[src/rtl/ksa_iter_seq.sv]
// ksa_iter_seq: iterative Kogge-Stone adder.
// One generic prefix-combine row is reused for NSTAGE passes with distances
// 1, 2, 4, ... WIDTH/2. Operands and results move over valid/ready handshakes.
module ksa_iter_seq #(
    parameter int WIDTH  = 32,
    parameter int NSTAGE = $clog2(WIDTH)
) (
    input  logic             clk,
    input  logic             rst,
    input  logic             in_valid,
    output logic             in_ready,
    input  logic [WIDTH-1:0] a,
    input  logic [WIDTH-1:0] b,
    input  logic             cin,
    output logic             out_valid,
    input  logic             out_ready,
    output logic [WIDTH-1:0] sum,
    output logic             cout,
    output logic             busy,
    output logic [2:0]       stage
);

    typedef enum logic [1:0] {
        S_IDLE,
        S_PREFIX,
        S_DONE
    } state_t;

    localparam logic [2:0]       LAST_STAGE = 3'(NSTAGE - 1);
    localparam logic [WIDTH-1:0] ONES       = '1;

    state_t           r_state;
    logic [WIDTH-1:0] r_p;
    logic [WIDTH-1:0] r_g;
    logic [WIDTH-1:0] r_p0;
    logic [WIDTH-1:0] r_sum;
    logic             r_cin;
    logic             r_cout;
    logic [2:0]       r_stage;

    logic [7:0]       w_dist;
    logic [WIDTH-1:0] w_g_next;
    logic [WIDTH-1:0] w_p_next;
    logic [WIDTH-1:0] w_p_new;
    logic [WIDTH-1:0] w_g_new;
    logic             w_accept;

    // Ready depends only on state and out_ready, never on in_valid
    assign in_ready  = (r_state == S_IDLE) || ((r_state == S_DONE) && out_ready);
    assign w_accept  = in_valid && in_ready;
    assign out_valid = (r_state == S_DONE);
    assign busy      = (r_state == S_PREFIX);
    assign stage     = r_stage;
    assign sum       = r_sum;
    assign cout      = r_cout;

    // Generate/propagate terms of the incoming operands, carry-in folded into bit 0
    always_comb begin
        w_p_new    = a ^ b;
        w_g_new    = a & b;
        w_g_new[0] = (a[0] & b[0]) | (w_p_new[0] & cin);
    end

    // One prefix row at distance 2**stage; shifted-in zeros leave the low lanes unchanged
    always_comb begin
        w_dist   = 8'd1 << r_stage;
        w_g_next = r_g | (r_p & (r_g << w_dist));
        w_p_next = r_p & ((r_p << w_dist) | ~(ONES << w_dist));
    end

    // Control FSM with working P/G, saved p0 and registered result
    always_ff @(posedge clk) begin
        if (rst) begin
            r_state <= S_IDLE;
            r_p     <= '0;
            r_g     <= '0;
            r_p0    <= '0;
            r_sum   <= '0;
            r_cin   <= 1'b0;
            r_cout  <= 1'b0;
            r_stage <= '0;
        end else begin
            case (r_state)
                S_IDLE, S_DONE: begin
                    if (w_accept) begin
                        r_p     <= w_p_new;
                        r_p0    <= w_p_new;
                        r_g     <= w_g_new;
                        r_cin   <= cin;
                        r_stage <= '0;
                        r_state <= S_PREFIX;
                    end else if ((r_state == S_DONE) && out_ready) begin
                        r_state <= S_IDLE;
                    end
                end
                S_PREFIX: begin
                    r_g <= w_g_next;
                    r_p <= w_p_next;
                    if (r_stage == LAST_STAGE) begin
                        // Final carries come straight from this pass's row output
                        r_sum   <= r_p0 ^ {w_g_next[WIDTH-2:0], r_cin};
                        r_cout  <= w_g_next[WIDTH-1];
                        r_state <= S_DONE;
                    end else begin
                        r_stage <= r_stage + 3'd1;
                    end
                end
                default: r_state <= S_IDLE;
            endcase
        end
    end

endmodule
[config.mk]
export PLATFORM = sky130hd
export DESIGN_NAME = ksa_iter_seq
export DESIGN_NICKNAME = d
export VERILOG_FILES = /design/src/rtl/ksa_iter_seq.sv
export SDC_FILE = /design/constraint.sdc
export NUM_CORES = 1
export LEC_CHECK = 0
export CAP_MARGIN = 10
export CELL_PAD_IN_SITES_DETAIL_PLACEMENT = 2
export CELL_PAD_IN_SITES_GLOBAL_PLACEMENT = 2
export CORE_MARGIN = 8
export CORE_UTILIZATION = 26
export DETAILED_ROUTE_END_ITERATION = 8
export PLACE_DENSITY = 0.73
export SLEW_MARGIN = 20
export SYNTH_ARGS = -nofsm -noshare
export SYNTH_HDL_FRONTEND = slang
export SYNTH_SLANG_ARGS = --single-unit
export TNS_END_PERCENT = 1
[constraint.sdc]
create_clock -name clk -period 7.9 [get_ports clk]
set_clock_uncertainty 0.1 [all_clocks]
set_input_delay 1.58 -clock clk [delete_from_list [all_inputs] [get_ports clk]]
set_output_delay 1.58 -clock clk [all_outputs]
set_load 0.1 [all_outputs]
[Word level (Yosys, flattened, before mapping)]
Cells that the tools add are included.
Widths: inputs -> output; s select.
Word-level totals
  register bits after elaboration: 135
  input port bits: 69
  output and inout bits: 39
Operators by class
  add/sub/neg operators: 1
  eq/ne operators: 7
  shifts and indexed selects: 4
  multiplexer cells: 11
  bitwise gates (word level): 11
  reduce and logical (&&, ||, !) cells: 11
Operator list (count)
  $pmux 32 s2: 2
  $and 32x32->32: 3
  $mux 32: 2
  $or 32x32->32: 2
  $shl 32x8->32: 2
  $xor 32x32->32: 2
  $not 32->32: 1
  $shl 32x8->32 const A: 1
  $reduce_and 2->1: 4
  $shl 1x3->8 const A: 1
  $mux 2: 3
  $mux 3: 2
  $pmux 3 s2: 1
  $ne 2x2->1 const B: 2
  $pmux 2 s2: 1
  $add 3x1->3 const B: 1
  $eq 3x3->1 const B: 1
  $ne 3x3->1 const B: 1
  $reduce_and 3->1: 1
  $and 1x1->1: 2
  $eq 2x1->1 const B: 1
  $eq 2x2->1 const B: 1
  $logic_and 1x1->1: 2
  $logic_not 2->1: 1
  5 further kinds: 5

[Longest topological paths before layout]
  depth in word-level cells: 6
  depth in mapped cells: 13

[Worst setup path before layout]
No wires, ideal clock.
  path kind: input to output
  from: input port out_ready
  to: output port in_ready
  data arrival time: 3152 ps
  required time: 6220 ps
  slack: 3068 ps
  cell stages on the path: 2
  cell sequence: inv_1 a21oi_1
On the way
  cells in the longest elaborated chain, start to end: 2
RTL lines
  start: declaration: RTL line 16  | input logic out_ready,
  $logic_and 1x1->1: RTL line 49  | assign in_ready = (r_state == S_IDLE) || ((r_state == S_DONE) && out_ready);
  $logic_or 1x1->1: RTL line 49
  end: declaration: RTL line 11  | output logic in_ready,
Every way passes these cells.

[Final worst setup path]
Ends and elaborated chain as after synthesis.

==> metrics.md <==
| Metric | Value |
|---|---|
| Status | `completed` |
| Pwr Density | `about 170 nW/µm²` |
| Relative slew slack | `25.67%` |
| Netlist cell types | `88` |
| Layout Utilization | `31.46%` |
| Largest family of logic cells by synthesized area | `compound AO/OA/AOI/OAI gates` |
| Met3 WL | `3.389 mm` |
| TNS Setup | `0 ns` |
| Core ar. | `38650 µm²` |
| Multiplexer share of the synthesized area | `roughly 11%` |
| Post-Syn Nets | `1443` |
| F_max | `192.9 MHz` |
| Clock latency on the worst-skew pair | `0.45 ns` |
| Period utilization | `approximately two thirds` |
| Number of CTS-inserted buffers | `17` |
| Sequential fraction of the synthesis area | `a little over a quarter` |
| Crit path launch | `out_ready` |
| Clock Tree Buf Depth | `2` |
| GPL Wtd Cong | `0.9820` |
| Critical path peak fanout | `3` |
| Top sig layer | `met5` |
| Core Rows | `72` |
| R2R Setup Slk | `3.37 ns` |
| Yosys reg bits | `135` |
| Ys flop type | `dfxtp_1` |
| Compound-gate portion of the synthesized area | `28.84%` |
| Post-Synth Adder-Cell Area | `~4.7%` |
| Initial Util | `26.36%` |
| DRC viols | `0` |
| VDD IR-drop max | `0.1384 mV` |
| Total iterations of the first detailed-routing run | `5` |
| CTS Root Cell | `clkbuf_16` |
| Clock Pin Slew Worst Setup and Hold Paths | `0.07 ns` |
| Post-Layout Cell Count | `1898` |
| Port-buffer cells | `107` |
| Vias per cell | `roughly 6.2` |
| Die H | `between 200 and 250 µm` |
| RSZ-0062 raised after global routing | `no` |
| Dpl hpwl | `41.09 mm` |
| CTS sink cnt | `135` |
| Post-Syn Area | `10190 µm²` |
| Worst Hold Launch | `sum[8]` |
| Number of setup buffers added after CTS | `0` |
| Via count | `about 12000` |
| Largest cells by area after synthesis | `dfxtp_1 27%, nand2_1 9.1%, mux2i_1 7.1%` |
| Mapped Cells | `around 1300` |
| Tmin final | `just over 5 ns` |
| # nets final | `1474` |
| # Max-Cap Violations | `0` |
| Final setup fails | `0` |
| Worst-Margin Slew | `around 1.1 ns` |
| Synth area leader | `dfxtp_1` |
| CTS HTree Levels | `4` |
| Final Max Tran Viols | `0` |
| HP Class | `register to register` |
| Worst endpoint required time | `6.22 ns` |
| Highest-count cells in the layout ignoring fill and taps | `243 x nand2_1, 134 x dfxtp_1, 111 x a21oi_1` |
| Mapped Avg Cell Area | `7.624 µm²` |
| GR Overflow Total | `0` |
| Chip width | `213.9 µm` |
| Met1 Wirelength | `~24 mm` |
| Post-CTS sizing | `0` |
| Die Area | `45770 µm²` |
| Share of cells above drive strength 1 | `8.841%` |
| Most common cell after layout, fill and taps aside | `nand2_1` |
| FF-to-FF Start | `stage[0]` |
| Largest net degree at the start of global routing | `65` |
| Area grow syn2layout | `19.36%` |
| Multi-input logic area | `just under 7000 µm²` |
| CP startpoint kind | `input pin` |
| Share of the synthesized area in the top cell type | `26.53%` |
| Setup crit end kind | `output pin` |
| Async SR Flop Fraction | `0%` |
| Hold buffers post-CTS | `0` |
| Post-route ant nets | `0` |
| DR WL/cell | `between 20 and 30 µm` |
| Vias in the first global route | `12170` |
| 1st-iter DRT viols | `1026` |
| Placed Instances | `1866` |
| Leak | `4.271 nW` |
| Fill cells | `between 4000 and 5000` |
| Wirelength, routed | `55.91 mm` |
| Sequential cell area | `approximately 2700 µm²` |
| IO Pins | `approximately 110` |
| Worst Path Arrival | `around 3.5 ns` |
| Fin. Hold Viols | `0` |
| Synth Area in Simple Gates | `21.61%` |
| GRT Overall Usage | `23.45%` |
| Diode count | `0` |
| Post-synthesis xor/xnor area fraction | `1.204%` |
| Crit Path Class | `input pin to output pin` |
| Synth Warn # | `0` |
| Post-synth EDFFs | `0` |
| Routed met2 length | `25.34 mm` |
| TritonCTS clock tree | `done` |
| Initial antenna violation count | `2` |
| Global-route wire length before repair | `82.86 mm` |
[cells by family after synthesis]
group | Yosys count
flops | 135
xor+xnor | 14
simple gates | 478
fa+ha+maj | 38
buf+inv | 141
mux | 100
compound gates | 430
[cells in the mapped netlist, types with 8 or more instances]
master	n
a211oi_1	15
a21oi_1	111
a221o_1	8
a221oi_1	17
a22oi_1	18
a31oi_1	41
and2_1	10
and3_1	8
buf_1	14
buf_2	22
buf_4	12
clkbuf_1	76
dfxtp_1	135
ha_1	38
inv_1	13
mux2_2	19
mux2i_1	72
mux4_2	8
nand2_1	246
nand3_1	42
nand4_1	11
nor2_1	82
nor2b_1	10
nor3_1	15
nor4_1	11
o2111ai_1	9
o211ai_1	32
o21ai_0	52
o221ai_1	11
o22ai_1	22
xnor2_1	12
[routing by layer]
metal	vias to the layer above	track usage [%]
met5	-	0
met4	2	12.17
met3	148	3.992
met2	489	36.94
met1	6039	30.40
li1	5076	-
[stage by stage]
| stage | power, mW | setup WS, ns | area, µm² | hold slack (ns) |
|---|---|---|---|---|
| CTS | 2.087 | 2.706 | 12150 | 0.3603 |
| floorplan | 1.087 | 3.068 | 10190 | 0.3363 |
| detailed placement | 1.314 | 2.713 | 11610 | 0.3507 |
| global placement | 1.304 | 2.702 | 11610 | 0.3420 |
| finish | 2.089 | 2.716 | 12160 | 0.3563 |
| global route | 2.154 | 2.614 | 12160 | 0.3835 |
[worst paths after layout]
path                                  to  cells after the start
worst min-delay path              sum[8]                      2
worst max register to register   sum[23]                     11
worst max-delay path            in_ready                      4
worst min register to register    sum[8]                      2
[area by class of cell]
cell class,instances,share of cell area [%]
Tap cell,518,5.331
Multi-Input combinational cell,1060,56.80
Timing Repair Buffer,138,10.70
Clock buffer,17,3.499
Sequential cell,135,22.24
Inverter,15,0.4631
Clock inverter,15,0.9674
[power breakdown]
part	switching, mW	total (mW)	internal, mW
registers	0.0687	0.783	0.715
clock network	0.366	0.773	0.407
logic	0.347	0.532	0.186
total	0.781	2.09	1.31
[critical path, cell delays in order]
cell and delay (ns):
clkdlybuf4s50_1 0.45, inv_1 0.05, a21oi_1 0.24, clkdlybuf4s50_1 1.19
[state kept, by name, summed over array words and instances, names as in the netlist]
signal	count
r_p0	32
cout	1
sum	32
r_g	32
r_cin	1
stage	3
r_state	2
r_p	32
Power figures use the tool's default switching activity.
